<file path="config.mk">
export PLATFORM = sky130hd
export DESIGN_NAME = id_issue_ctrl_flat
export DESIGN_NICKNAME = d
export VERILOG_FILES = /design/src/rtl/id_issue_ctrl_pkg.sv /design/src/rtl/id_issue_ctrl_if.sv /design/src/rtl/id_issue_ctrl_hazard_cmp.sv /design/src/rtl/id_issue_ctrl.sv /design/src/flat_wrapper.sv
export SDC_FILE = /design/constraint.sdc
export NUM_CORES = 1
export LEC_CHECK = 0
export CORE_ASPECT_RATIO = 0.7
export CORE_UTILIZATION = 40
export DETAILED_ROUTE_END_ITERATION = 8
export GPL_TIMING_DRIVEN = 1
export PLACE_DENSITY_LB_ADDON = 0.08
export SLEW_MARGIN = 5
export SYNTH_ARGS = -nofsm -noshare
export SYNTH_HDL_FRONTEND = slang
export SYNTH_SLANG_ARGS = --single-unit
</file>
<file path="constraint.sdc">
create_clock -name clk -period 2.9 [get_ports clk]
set_input_delay 0.58 -clock clk [delete_from_list [all_inputs] [get_ports clk]]
set_output_delay 0.58 -clock clk [all_outputs]
set_load 0.005 [all_outputs]
</file>
<file path="src/rtl/id_issue_ctrl_pkg.sv">
// Shared constants, field widths and state encoding for the ID-stage issue/hazard controller.
// Pure declarations; no logic, no latency.
package id_issue_ctrl_pkg;

    localparam int INSTR_W = 16;
    localparam int REG_W   = 3;
    localparam int WIN_W   = 2;

    localparam logic [INSTR_W-1:0] NOP_INSTR_DEF = 16'h8040;

    localparam logic [1:0] ST_RUN      = 2'd0;
    localparam logic [1:0] ST_LD_STALL = 2'd1;
    localparam logic [1:0] ST_FLUSH    = 2'd2;
    localparam logic [1:0] ST_FREEZE   = 2'd3;

    // What was last written into ID/EX; v=0 means a bubble sits in EX.
    typedef struct packed {
        logic             v;
        logic             memread;
        logic [REG_W-1:0] dest;
        logic [WIN_W-1:0] window;
    } ex_hist_t;

endpackage

</file>
<file path="src/rtl/id_issue_ctrl_if.sv">
// ID-stage decode fields and EX resolution in, pipeline write enables and statistics out.
// Master is the pipeline datapath, slave is the issue controller.
interface id_issue_ctrl_if #(
    parameter int CNT_W = 16
);
    import id_issue_ctrl_pkg::*;

    logic [INSTR_W-1:0] id_instr;
    logic [WIN_W-1:0]   id_window;
    logic [REG_W-1:0]   id_rs;
    logic [REG_W-1:0]   id_rt;
    logic               id_use_rs;
    logic               id_use_rt;
    logic [REG_W-1:0]   id_dest;
    logic               id_regwrite;
    logic               id_memread;
    logic               br_taken;
    logic               mem_wait;

    logic               pc_write;
    logic               ifid_write;
    logic               ifid_flush;
    logic               idex_bubble;
    logic               idex_en;
    logic [INSTR_W-1:0] idex_instr;
    logic [CNT_W-1:0]   stall_cnt;
    logic [CNT_W-1:0]   flush_cnt;

    modport master (
        output id_instr, id_window, id_rs, id_rt, id_use_rs, id_use_rt,
               id_dest, id_regwrite, id_memread, br_taken, mem_wait,
        input  pc_write, ifid_write, ifid_flush, idex_bubble, idex_en,
               idex_instr, stall_cnt, flush_cnt
    );

    modport slave (
        input  id_instr, id_window, id_rs, id_rt, id_use_rs, id_use_rt,
               id_dest, id_regwrite, id_memread, br_taken, mem_wait,
        output pc_write, ifid_write, ifid_flush, idex_bubble, idex_en,
               idex_instr, stall_cnt, flush_cnt
    );

endinterface

</file>
<file path="src/rtl/id_issue_ctrl_hazard_cmp.sv">
// Load-use comparator: the EX-resident load writes a register the ID instruction reads (same window).
// Purely combinational.
module hazard_cmp
    import id_issue_ctrl_pkg::*;
(
    input  ex_hist_t         hist_i,
    input  logic [WIN_W-1:0] id_window_i,
    input  logic [REG_W-1:0] id_rs_i,
    input  logic [REG_W-1:0] id_rt_i,
    input  logic             id_use_rs_i,
    input  logic             id_use_rt_i,
    output logic             hit_o
);

    logic rs_match;
    logic rt_match;

    assign rs_match = id_use_rs_i && (id_rs_i == hist_i.dest);
    assign rt_match = id_use_rt_i && (id_rt_i == hist_i.dest);

    // r0 is hardwired, so a load targeting it never creates a dependency.
    assign hit_o = hist_i.v && hist_i.memread && (hist_i.dest != '0) &&
                   (hist_i.window == id_window_i) && (rs_match || rt_match);

endmodule

</file>
<file path="src/rtl/id_issue_ctrl.sv">
// Decides per cycle whether ID issues into ID/EX or a bubble goes in; drives PC/IF-ID enables.
// Outputs combinational from state and inputs (zero latency); mem_wait freezes the whole pipe.
module id_issue_ctrl
    import id_issue_ctrl_pkg::*;
#(
    parameter logic [INSTR_W-1:0] NOP_INSTR    = NOP_INSTR_DEF,
    parameter int                 LOAD_STALL   = 1,
    parameter int                 FLUSH_CYCLES = 1,
    parameter int                 CNT_W        = 16
) (
    input logic                 clk,
    input logic                 rst,
    id_issue_ctrl_if.slave      bus
);

    logic [1:0]       state_q, state_d, ret_q, ret_d, eff_state;
    logic [1:0]       cnt_q, cnt_d;
    ex_hist_t         hist_q;
    logic [CNT_W-1:0] stall_cnt_q, flush_cnt_q;
    logic             hit, stall_inc, flush_inc;
    logic             pc_write, ifid_write, ifid_flush, idex_bubble, idex_en;

    hazard_cmp u_hazard_cmp (
        .hist_i      (hist_q),
        .id_window_i (bus.id_window),
        .id_rs_i     (bus.id_rs),
        .id_rt_i     (bus.id_rt),
        .id_use_rs_i (bus.id_use_rs),
        .id_use_rt_i (bus.id_use_rt),
        .hit_o       (hit)
    );

    // While frozen, the saved state is what resumes once memory is ready.
    assign eff_state = (state_q == ST_FREEZE) ? ret_q : state_q;

    always_comb begin
        pc_write    = 1'b1;
        ifid_write  = 1'b1;
        ifid_flush  = 1'b0;
        idex_bubble = 1'b0;
        idex_en     = 1'b1;
        stall_inc   = 1'b0;
        flush_inc   = 1'b0;
        state_d     = eff_state;
        ret_d       = ret_q;
        cnt_d       = cnt_q;

        if (rst) begin
            idex_bubble = 1'b1;
            state_d     = ST_RUN;
        end else if (bus.mem_wait) begin
            pc_write   = 1'b0;
            ifid_write = 1'b0;
            idex_en    = 1'b0;
            state_d    = ST_FREEZE;
            ret_d      = eff_state;
        end else if ((eff_state == ST_RUN || eff_state == ST_LD_STALL) && bus.br_taken) begin
            ifid_flush  = 1'b1;
            idex_bubble = 1'b1;
            flush_inc   = 1'b1;
            state_d     = (FLUSH_CYCLES > 1) ? ST_FLUSH : ST_RUN;
            cnt_d       = 2'(FLUSH_CYCLES - 1);
        end else if (eff_state == ST_RUN && hit) begin
            pc_write    = 1'b0;
            ifid_write  = 1'b0;
            idex_bubble = 1'b1;
            stall_inc   = 1'b1;
            state_d     = (LOAD_STALL > 1) ? ST_LD_STALL : ST_RUN;
            cnt_d       = 2'(LOAD_STALL - 1);
        end else if (eff_state == ST_LD_STALL) begin
            pc_write    = 1'b0;
            ifid_write  = 1'b0;
            idex_bubble = 1'b1;
            stall_inc   = 1'b1;
            cnt_d       = cnt_q - 2'd1;
            state_d     = (cnt_q == 2'd1) ? ST_RUN : ST_LD_STALL;
        end else if (eff_state == ST_FLUSH) begin
            ifid_flush  = 1'b1;
            idex_bubble = 1'b1;
            cnt_d       = cnt_q - 2'd1;
            state_d     = (cnt_q == 2'd1) ? ST_RUN : ST_FLUSH;
        end
    end

    always_ff @(posedge clk) begin
        if (rst) begin
            state_q     <= ST_RUN;
            ret_q       <= ST_RUN;
            cnt_q       <= '0;
            hist_q      <= '0;
            stall_cnt_q <= '0;
            flush_cnt_q <= '0;
        end else begin
            state_q <= state_d;
            ret_q   <= ret_d;
            cnt_q   <= cnt_d;
            if (idex_en) begin
                // A load that writes no register cannot feed a consumer.
                hist_q <= idex_bubble ? '0 :
                          ex_hist_t'{v:       1'b1,
                                     memread: bus.id_memread && bus.id_regwrite,
                                     dest:    bus.id_dest,
                                     window:  bus.id_window};
            end
            if (stall_inc && stall_cnt_q != '1) stall_cnt_q <= stall_cnt_q + CNT_W'(1);
            if (flush_inc && flush_cnt_q != '1) flush_cnt_q <= flush_cnt_q + CNT_W'(1);
        end
    end

    assign bus.pc_write    = pc_write;
    assign bus.ifid_write  = ifid_write;
    assign bus.ifid_flush  = ifid_flush;
    assign bus.idex_bubble = idex_bubble;
    assign bus.idex_en     = idex_en;
    assign bus.idex_instr  = idex_bubble ? NOP_INSTR : bus.id_instr;
    assign bus.stall_cnt   = stall_cnt_q;
    assign bus.flush_cnt   = flush_cnt_q;

endmodule

</file>
<file path="src/flat_wrapper.sv">
// flat-port wrapper written by rule: the top's interface ports become plain ports
module id_issue_ctrl_flat import id_issue_ctrl_pkg::*;
#(
    parameter logic [INSTR_W-1:0] NOP_INSTR    = NOP_INSTR_DEF,
    parameter int                 LOAD_STALL   = 1,
    parameter int                 FLUSH_CYCLES = 1,
    parameter int                 CNT_W        = 16
)
  (clk, rst, bus_id_instr, bus_id_window, bus_id_rs, bus_id_rt, bus_id_use_rs, bus_id_use_rt, bus_id_dest, bus_id_regwrite, bus_id_memread, bus_br_taken, bus_mem_wait, bus_pc_write, bus_ifid_write, bus_ifid_flush, bus_idex_bubble, bus_idex_en, bus_idex_instr, bus_stall_cnt, bus_flush_cnt);
  id_issue_ctrl_if #(.CNT_W(CNT_W)) bus_i ();
  input logic clk;
  input logic rst;
  input wire logic [$bits(bus_i.id_instr)-1:0] bus_id_instr;
  input wire logic [$bits(bus_i.id_window)-1:0] bus_id_window;
  input wire logic [$bits(bus_i.id_rs)-1:0] bus_id_rs;
  input wire logic [$bits(bus_i.id_rt)-1:0] bus_id_rt;
  input wire logic [$bits(bus_i.id_use_rs)-1:0] bus_id_use_rs;
  input wire logic [$bits(bus_i.id_use_rt)-1:0] bus_id_use_rt;
  input wire logic [$bits(bus_i.id_dest)-1:0] bus_id_dest;
  input wire logic [$bits(bus_i.id_regwrite)-1:0] bus_id_regwrite;
  input wire logic [$bits(bus_i.id_memread)-1:0] bus_id_memread;
  input wire logic [$bits(bus_i.br_taken)-1:0] bus_br_taken;
  input wire logic [$bits(bus_i.mem_wait)-1:0] bus_mem_wait;
  output wire logic [$bits(bus_i.pc_write)-1:0] bus_pc_write;
  output wire logic [$bits(bus_i.ifid_write)-1:0] bus_ifid_write;
  output wire logic [$bits(bus_i.ifid_flush)-1:0] bus_ifid_flush;
  output wire logic [$bits(bus_i.idex_bubble)-1:0] bus_idex_bubble;
  output wire logic [$bits(bus_i.idex_en)-1:0] bus_idex_en;
  output wire logic [$bits(bus_i.idex_instr)-1:0] bus_idex_instr;
  output wire logic [$bits(bus_i.stall_cnt)-1:0] bus_stall_cnt;
  output wire logic [$bits(bus_i.flush_cnt)-1:0] bus_flush_cnt;
  assign bus_i.id_instr = bus_id_instr;
  assign bus_i.id_window = bus_id_window;
  assign bus_i.id_rs = bus_id_rs;
  assign bus_i.id_rt = bus_id_rt;
  assign bus_i.id_use_rs = bus_id_use_rs;
  assign bus_i.id_use_rt = bus_id_use_rt;
  assign bus_i.id_dest = bus_id_dest;
  assign bus_i.id_regwrite = bus_id_regwrite;
  assign bus_i.id_memread = bus_id_memread;
  assign bus_i.br_taken = bus_br_taken;
  assign bus_i.mem_wait = bus_mem_wait;
  assign bus_pc_write = bus_i.pc_write;
  assign bus_ifid_write = bus_i.ifid_write;
  assign bus_ifid_flush = bus_i.ifid_flush;
  assign bus_idex_bubble = bus_i.idex_bubble;
  assign bus_idex_en = bus_i.idex_en;
  assign bus_idex_instr = bus_i.idex_instr;
  assign bus_stall_cnt = bus_i.stall_cnt;
  assign bus_flush_cnt = bus_i.flush_cnt;
  id_issue_ctrl #(.NOP_INSTR(NOP_INSTR), .LOAD_STALL(LOAD_STALL), .FLUSH_CYCLES(FLUSH_CYCLES), .CNT_W(CNT_W)) u_core (.clk(clk), .rst(rst), .bus(bus_i));
endmodule
</file>
==> run_results.csv, run 1 <==
group,metric,value,unit
status,status,"finished with violations",
status,failed_checks,"negative setup slack",
synthesis,yosysTopAreaCell,"dfxtp_1",
sta,max_freq,337.9,MHz
power,switchingPower,0.3599,mW
synthesis,netlist_area,2330,µm²
job,max-cap-violations,0,
routing,wl_per_cell,13.61,µm
cells_and_area,final_cells,460,
floorplan,io_pins,88,
setup_path,regToRegEndpoint,"u_core.bus.stall_cnt[5]$_SDFFE_PP0P_",
cells_and_area,drive_gt1_share,18.81,%
routing,vias,2355,
cells_and_area,area_growth,50.05,%
grt,grt_pass1_vias,2035,
routing,drtIter0Drc,54,
routing,met2_length,2856,µm
sta,setup_viol,8,
synthesis,synth.distinct_cells,38,
place,dp_slack,-0.6031,ns
cts,htree_levels,2,
synthesis,synthCells,278,
routing,firstDrtPassIters,4,
setup_path,startpoint,"u_core.state_q[0]$_SDFF_PP0_",
sta,period_needed,2.960,ns
cts,numCtsBuffers,5,
setup_path,reg2reg_from,"u_core.state_q[0]$_SDFF_PP0_",
floorplan,start_util,42.96,%
setup_path,reg2regPathDepth,13,
sta,finalSetupTns,-0.3676,ns
routing,wl_met3,297,µm
grt,grt_pass1_wl,9632,µm
routing,drc_errors,0,
grt,antenna_found_initial,0,
sta,final.setup.worst_slack,-0.05981,ns
sta,drv_slew,0,
routing,wirelength,6260,µm
routing,wl_met1,3070,µm
power,switching_share,26.80,%
synthesis,synth_ff_type,"dfxtp_1",
synthesis,synth.area.top_cells,"dfxtp_1 39%, xor2_1 4.9%, nor2b_1 4.6%",
cts,clk_pin_slew_worst_paths,0.09,ns
setup_path,reg2reg_slack,0.29,ns
routing,top_layer_used,"met4",
floorplan,die_y,65.85,µm
place,hpwlAfterDp,4478,µm
place,postPlaceCellArea,3395,µm²
setup_path,endpoint_kind,"output port",
setup_path,critPathArrivalTime,2.38,ns
synthesis,seq_area_frac_synth,38.67,%
synthesis,synth_area_per_cell,8.380,µm²
synthesis,yosys_warnings,0,
sta,finalClockSkew,0.01218,ns
grt,overflow,0,
sta,maxSlewHeadroom,70.11,%
routing,viasPerCell,5.120,
setup_path,cp_max_fo,7,
routing,antenna_left,0,
sta,fin_crit_sh,102.1,%
setup_path,cp-start-kind,"register",
synthesis,async_flop_share,0,%
sta,final-hold-violation-count,0,
floorplan,die_area,6138,µm²
setup_path,path_class,"reg -> out",
power,p_int,0.9833,mW
power,pwr-share-clk,30.0,%
cts,cts_tree,"done",
cells_and_area,final_area,3496,µm²
power,power_density,384.2,nW/µm²
synthesis,synth_seq_cells,45,
place,dp_cells,445,
cts,clock-root-buffer,"clkbuf_8",
grt,grt_max_degree,36,
hold_path,hp-class,"reg -> reg",
cells_and_area,diodes,0,
power,p_comb_share,21.9,%
cells_and_area,fill_cells,458,
sta,tightestPinTransition,0.4443,ns
cts,hold_buffers,0,
grt,grt_util_all_layers,20.25,%
floorplan,core,5423,µm²
cts,clkLatencyLatePin,0.30,ns
synthesis,syn_nets,319,
cts,ctsLongestPathBuffers,2,
power,p_leak,1.313,nW
synthesis,synth-edff-count,0,
cells_and_area,fin_nets,429,
power,pwr-share-seq,48.1,%
setup_path,required,2.32,ns
setup_path,cp-endpoint,"bus_idex_instr[12]",
cts,clock_sinks,45,
place,port_buffers,87,
synthesis,yosys.cell_count.top_type,"dfxtp_1",
synthesis,synth_commonest_cells,"45 x dfxtp_1, 27 x nor2_1, 19 x a21oi_1",
synthesis,synth_top_area_share,38.67,%
sta,rsz0062_at_grt,"true",
power,peakVddDrop,0.1877,mV
floorplan,std_cell_rows,22,
place,place_congestion,0.8150,
floorplan,die_w,93.22,µm
-- sequential cells by signal (all words and copies together) (netlist names) --
register,flops
u_core.bus.flush_cnt,16
u_core.bus.stall_cnt,16
u_core.cnt_q,2
u_core.hist_q,7
u_core.ret_q,2
u_core.state_q,2
-- area by class of cell --
class	count	area [µm²]	area share (%)
Multi-Input combinational cell	211	1373	39.26
Inverter	9	33.78	0.9664
Clock inverter	1	7.507	0.2147
Timing Repair Buffer	116	1006	28.78
Tap cell	72	90.09	2.577
Sequential cell	45	903.4	25.84
Clock buffer	6	82.58	2.362
-- repair_timing --
action,4_1_cts,5_1_grt
setup endpoints to repair,19,20
pin swaps,10,8
setup buffers,8,1
gates cloned,1,0
resized for setup,82,17
-- worst max-delay path, cell delays in order, from the launching register on --
cell	delay (ns)
dfxtp_2	0.33
inv_2	0.04
o21ai_2	0.16
ha_2	0.21
nand4_1	0.13
a2111oi_4	0.39
nor3_2	0.09
a21oi_2	0.19
buf_6	0.14
buf_6	0.09
buf_6	0.12
nor2b_1	0.05
buf_2	0.13
-- power groups by stage --
stage	logic, mW	clock network [mW]	registers, mW
4_1_cts	0.290	0.417	0.644
5_1_grt	0.321	0.442	0.648
6_report	0.294	0.403	0.646
2_1_floorplan	0.125	0	0.655
3_3_place_gp	0.281	0	0.657
3_5_place_dp	0.287	0	0.658
-- placed cells by master (no fill, tap or decap), drive strengths merged, types with 2 or more instances in the layout --
cell type,count
and4,4
dlygate4sd2,6
o31ai,6
and3,4
nor3,6
a21oi,20
xor2,13
ha,6
clkdlybuf4s50,60
o21ai,14
buf,44
or3,12
mux2i,4
nand3,14
nor2b,17
or2,2
a2111oi,2
nand2,17
or4,6
nor2,28
inv,9
dfxtp,45
xnor2,10
nor4,3
clkbuf,10
nand4,10
a22o,5
-- stage by stage --
stage | power (mW) | utilization, % | hold WS (ns)
finish | 1.343 | 64.47 | 0.4626
global route | 1.410 | 64.47 | 0.4783
CTS | 1.351 | 64.51 | 0.4571
detailed placement | 0.9446 | 62.60 | 0.4501
global placement | 0.9385 | 62.60 | 0.4417
floorplan | 0.7807 | - | 0.4304
-- logic make-up (layout without fill, tap and decap cells) --
logic type	count (synthesis)	after routing	share of synthesized area, %
xor+xnor	23	23	8.646
buf+inv	22	132	3.759
compound gates	52	52	14.88
simple gates	125	125	28.63
flops	45	45	38.67
mux	5	5	2.202
fa+ha+maj	6	6	3.222
-- routing by layer --
metal | GRT usage [%] | up-vias
met1 | 27.93 | 1088
met5 | 0 | -
met4 | 4.038 | 0
li1 | - | 1210
met3 | 5.862 | 5
met2 | 31.53 | 52
-- worst min-delay path by stage --
stage                                             start                             to  cells past startpoint
after floorplan           u_core.hist_q[6]$_SDFFE_PP0P_  u_core.hist_q[6]$_SDFFE_PP0P_                      2
after global placement    u_core.hist_q[6]$_SDFFE_PP0P_  u_core.hist_q[6]$_SDFFE_PP0P_                      2
after detailed placement  u_core.hist_q[6]$_SDFFE_PP0P_  u_core.hist_q[6]$_SDFFE_PP0P_                      2
after CTS                 u_core.hist_q[6]$_SDFFE_PP0P_  u_core.hist_q[6]$_SDFFE_PP0P_                      2
after global routing      u_core.hist_q[6]$_SDFFE_PP0P_  u_core.hist_q[6]$_SDFFE_PP0P_                      2
final                     u_core.hist_q[6]$_SDFFE_PP0P_  u_core.hist_q[6]$_SDFFE_PP0P_                      2
No activity file was read; power rests on OpenSTA's default activity.
==> run 2: changes to the inputs <==
--- a/config.mk
+++ b/config.mk
@@ -8,6 +8,7 @@
 export CORE_ASPECT_RATIO = 0.7
 export CORE_UTILIZATION = 40
 export DETAILED_ROUTE_END_ITERATION = 8
+export GPL_ROUTABILITY_DRIVEN = 0
 export GPL_TIMING_DRIVEN = 1
 export PLACE_DENSITY_LB_ADDON = 0.08
 export SLEW_MARGIN = 5
==> results of run 2 <==
Final layout, timing and power as in run 1 (identical DEF).
==> patch (settings of run 2) <==
Change the package constant `REG_W` from 3 to 6.
--- a/src/rtl/id_issue_ctrl_pkg.sv
+++ b/src/rtl/id_issue_ctrl_pkg.sv
@@ -4,5 +4,5 @@
 
     localparam int INSTR_W = 16;
-    localparam int REG_W   = 3;
+    localparam int REG_W   = 6;
     localparam int WIN_W   = 2;
 
Ports: changed (resized bus_id_dest, bus_id_rs and bus_id_rt); port bits go from 88 to 97. The function was not compared with the original's and may differ.
==> patch against run 2 <==
  * Via count grew 14%
  * Area after synthesis grew 13%
  * Combinational power grew 34%
  * Cell area grew 15%
  * Critical path depth shrank 2
  * Sequential cell count grew 3
  * Power grew 12%
  * Sequential power grew 8.4%
  * Wire length grew 16%
  * Setup slack gained 0.13 ns
==> patch: results (changes against run 2) <==
met2 usage=32.9% (+1.3 points); met3 wire len=477 um (+61%); r2r setup slk=0.26 ns (-0.03 ns); count of multi-input gates=232 (+10%); clk cell area share=2.24% (-0.34 points); pin count of the biggest net entering global routing=35 (-2.8%); sequential cell area share=23.9% (-1.9 points); top cells by area, synth=dfxtp_1 (36%), xnor2_1 (6.6%), nor2_1 (4.0%); total number of vias=2696 (+14%); Sw Ratio=27.8% (+1.0 points); met2 wire length=3260 um (+14%); outcome=completed; Worst VDD drop=0.218 mV (+16%); Net count, final=473 (+10%); GRT met3 Usage=5.71% (-0.16 points); Crit path largest cell delay=0.33 ns (-0.06 ns); CP max stage cell=dfxtp_2; Post-DP HPWL=5010 um (+12%); Slew headroom=54.3% (-16 points); synth cell count leaders=dfxtp_1 (48), nor2_1 (28), xnor2_1 (20); Worst Hold Launch=u_core.hist_q[9]; # clk buffers=8 (+2); Yosys cell types=51 (+34%); WL met1=3410 um (+11%); critical path arrival=2.25 ns (-0.13 ns); inverters=11 (+2); GR met1 Demand/Resource=28.4% (+0.48 points); worst clock skew=0.00258 ns (-0.00960 ns); Buffers on Ports=96 (+10%); synthesized area=0.00264 mm2 (+13%); 1st-iter DRT viols=94 (+74%); vias in the first global route=2493 (+23%); NonClk Buf Share=27.7% (-1.1 points); final hold slack=0.461 ns (-0.00130 ns); first-pass GRT wire length=11600 um (+20%); WHS Endpoint=u_core.hist_q[9]; Filler cells=564 (+23%)
## patch: changes by cell type after synthesis, sizes merged, moves of 5 or more
cell           run 2  this run
o31ai              6        11
or3               12         5
nand2             17        11
xor2              13         6
clkbuf            10         5
nor2b             17         4
and2               1        14
xnor2             10        20
## patch: how the worst max path moves through the flow
stage / to / slack [ns] / cells after the start
final: bus_pc_write / 0.07 / 10
after global routing: bus_idex_instr[6] / -0.02 / 11
after CTS: bus_pc_write / -0.004 / 11
after detailed placement: bus_pc_write / -0.38 / 8
after global placement: bus_ifid_write / -0.33 / 8
after floorplan: bus_pc_write / 0.16 / 10
## patch: through the flow
stage | TNS (ns) | instances | utilization, %
floorplan | 0 | 300 | -
global placement | -5.73 | 481 | 59.7
detailed placement | -5.69 | 481 | 59.7
CTS | -0.00514 | 499 | 63.1
global route | -0.0495 | 502 | 63.8
finish | 0 | 502 | 63.8
## patch: cell families after synthesis
kind of cell,count (synthesis),share of synthesized area (%)
multiplexers,10,4.45
AND/OR/NAND/NOR,127,27.2
adder cells (fa/ha/maj),6,2.84
flip-flops,48,36.4
buffers and inverters,23,4.41
AO/OA/AOI/OAI,60,16.1
XOR/XNOR,26,8.63
## patch: worst reg2reg max path, stage by stage (launching register included)
cell and delay (ns):
dfxtp_1 0.37, or4_1 0.56, nor3_4 0.19, nor2_4 0.07, buf_4 0.13, buf_4 0.12
buf_4 0.13, a21oi_4 0.51, nor4_2 0.14, mux2_4 0.31
## patch: power groups by stage
stage | clock [uW] | sequential, uW | combinational (uW)
detailed placement | 0 | 712 | 349
floorplan | 0 | 709 | 176
finish | 415 | 700 | 394
CTS | 424 | 698 | 384
global route | 457 | 703 | 428
global placement | 0 | 713 | 343
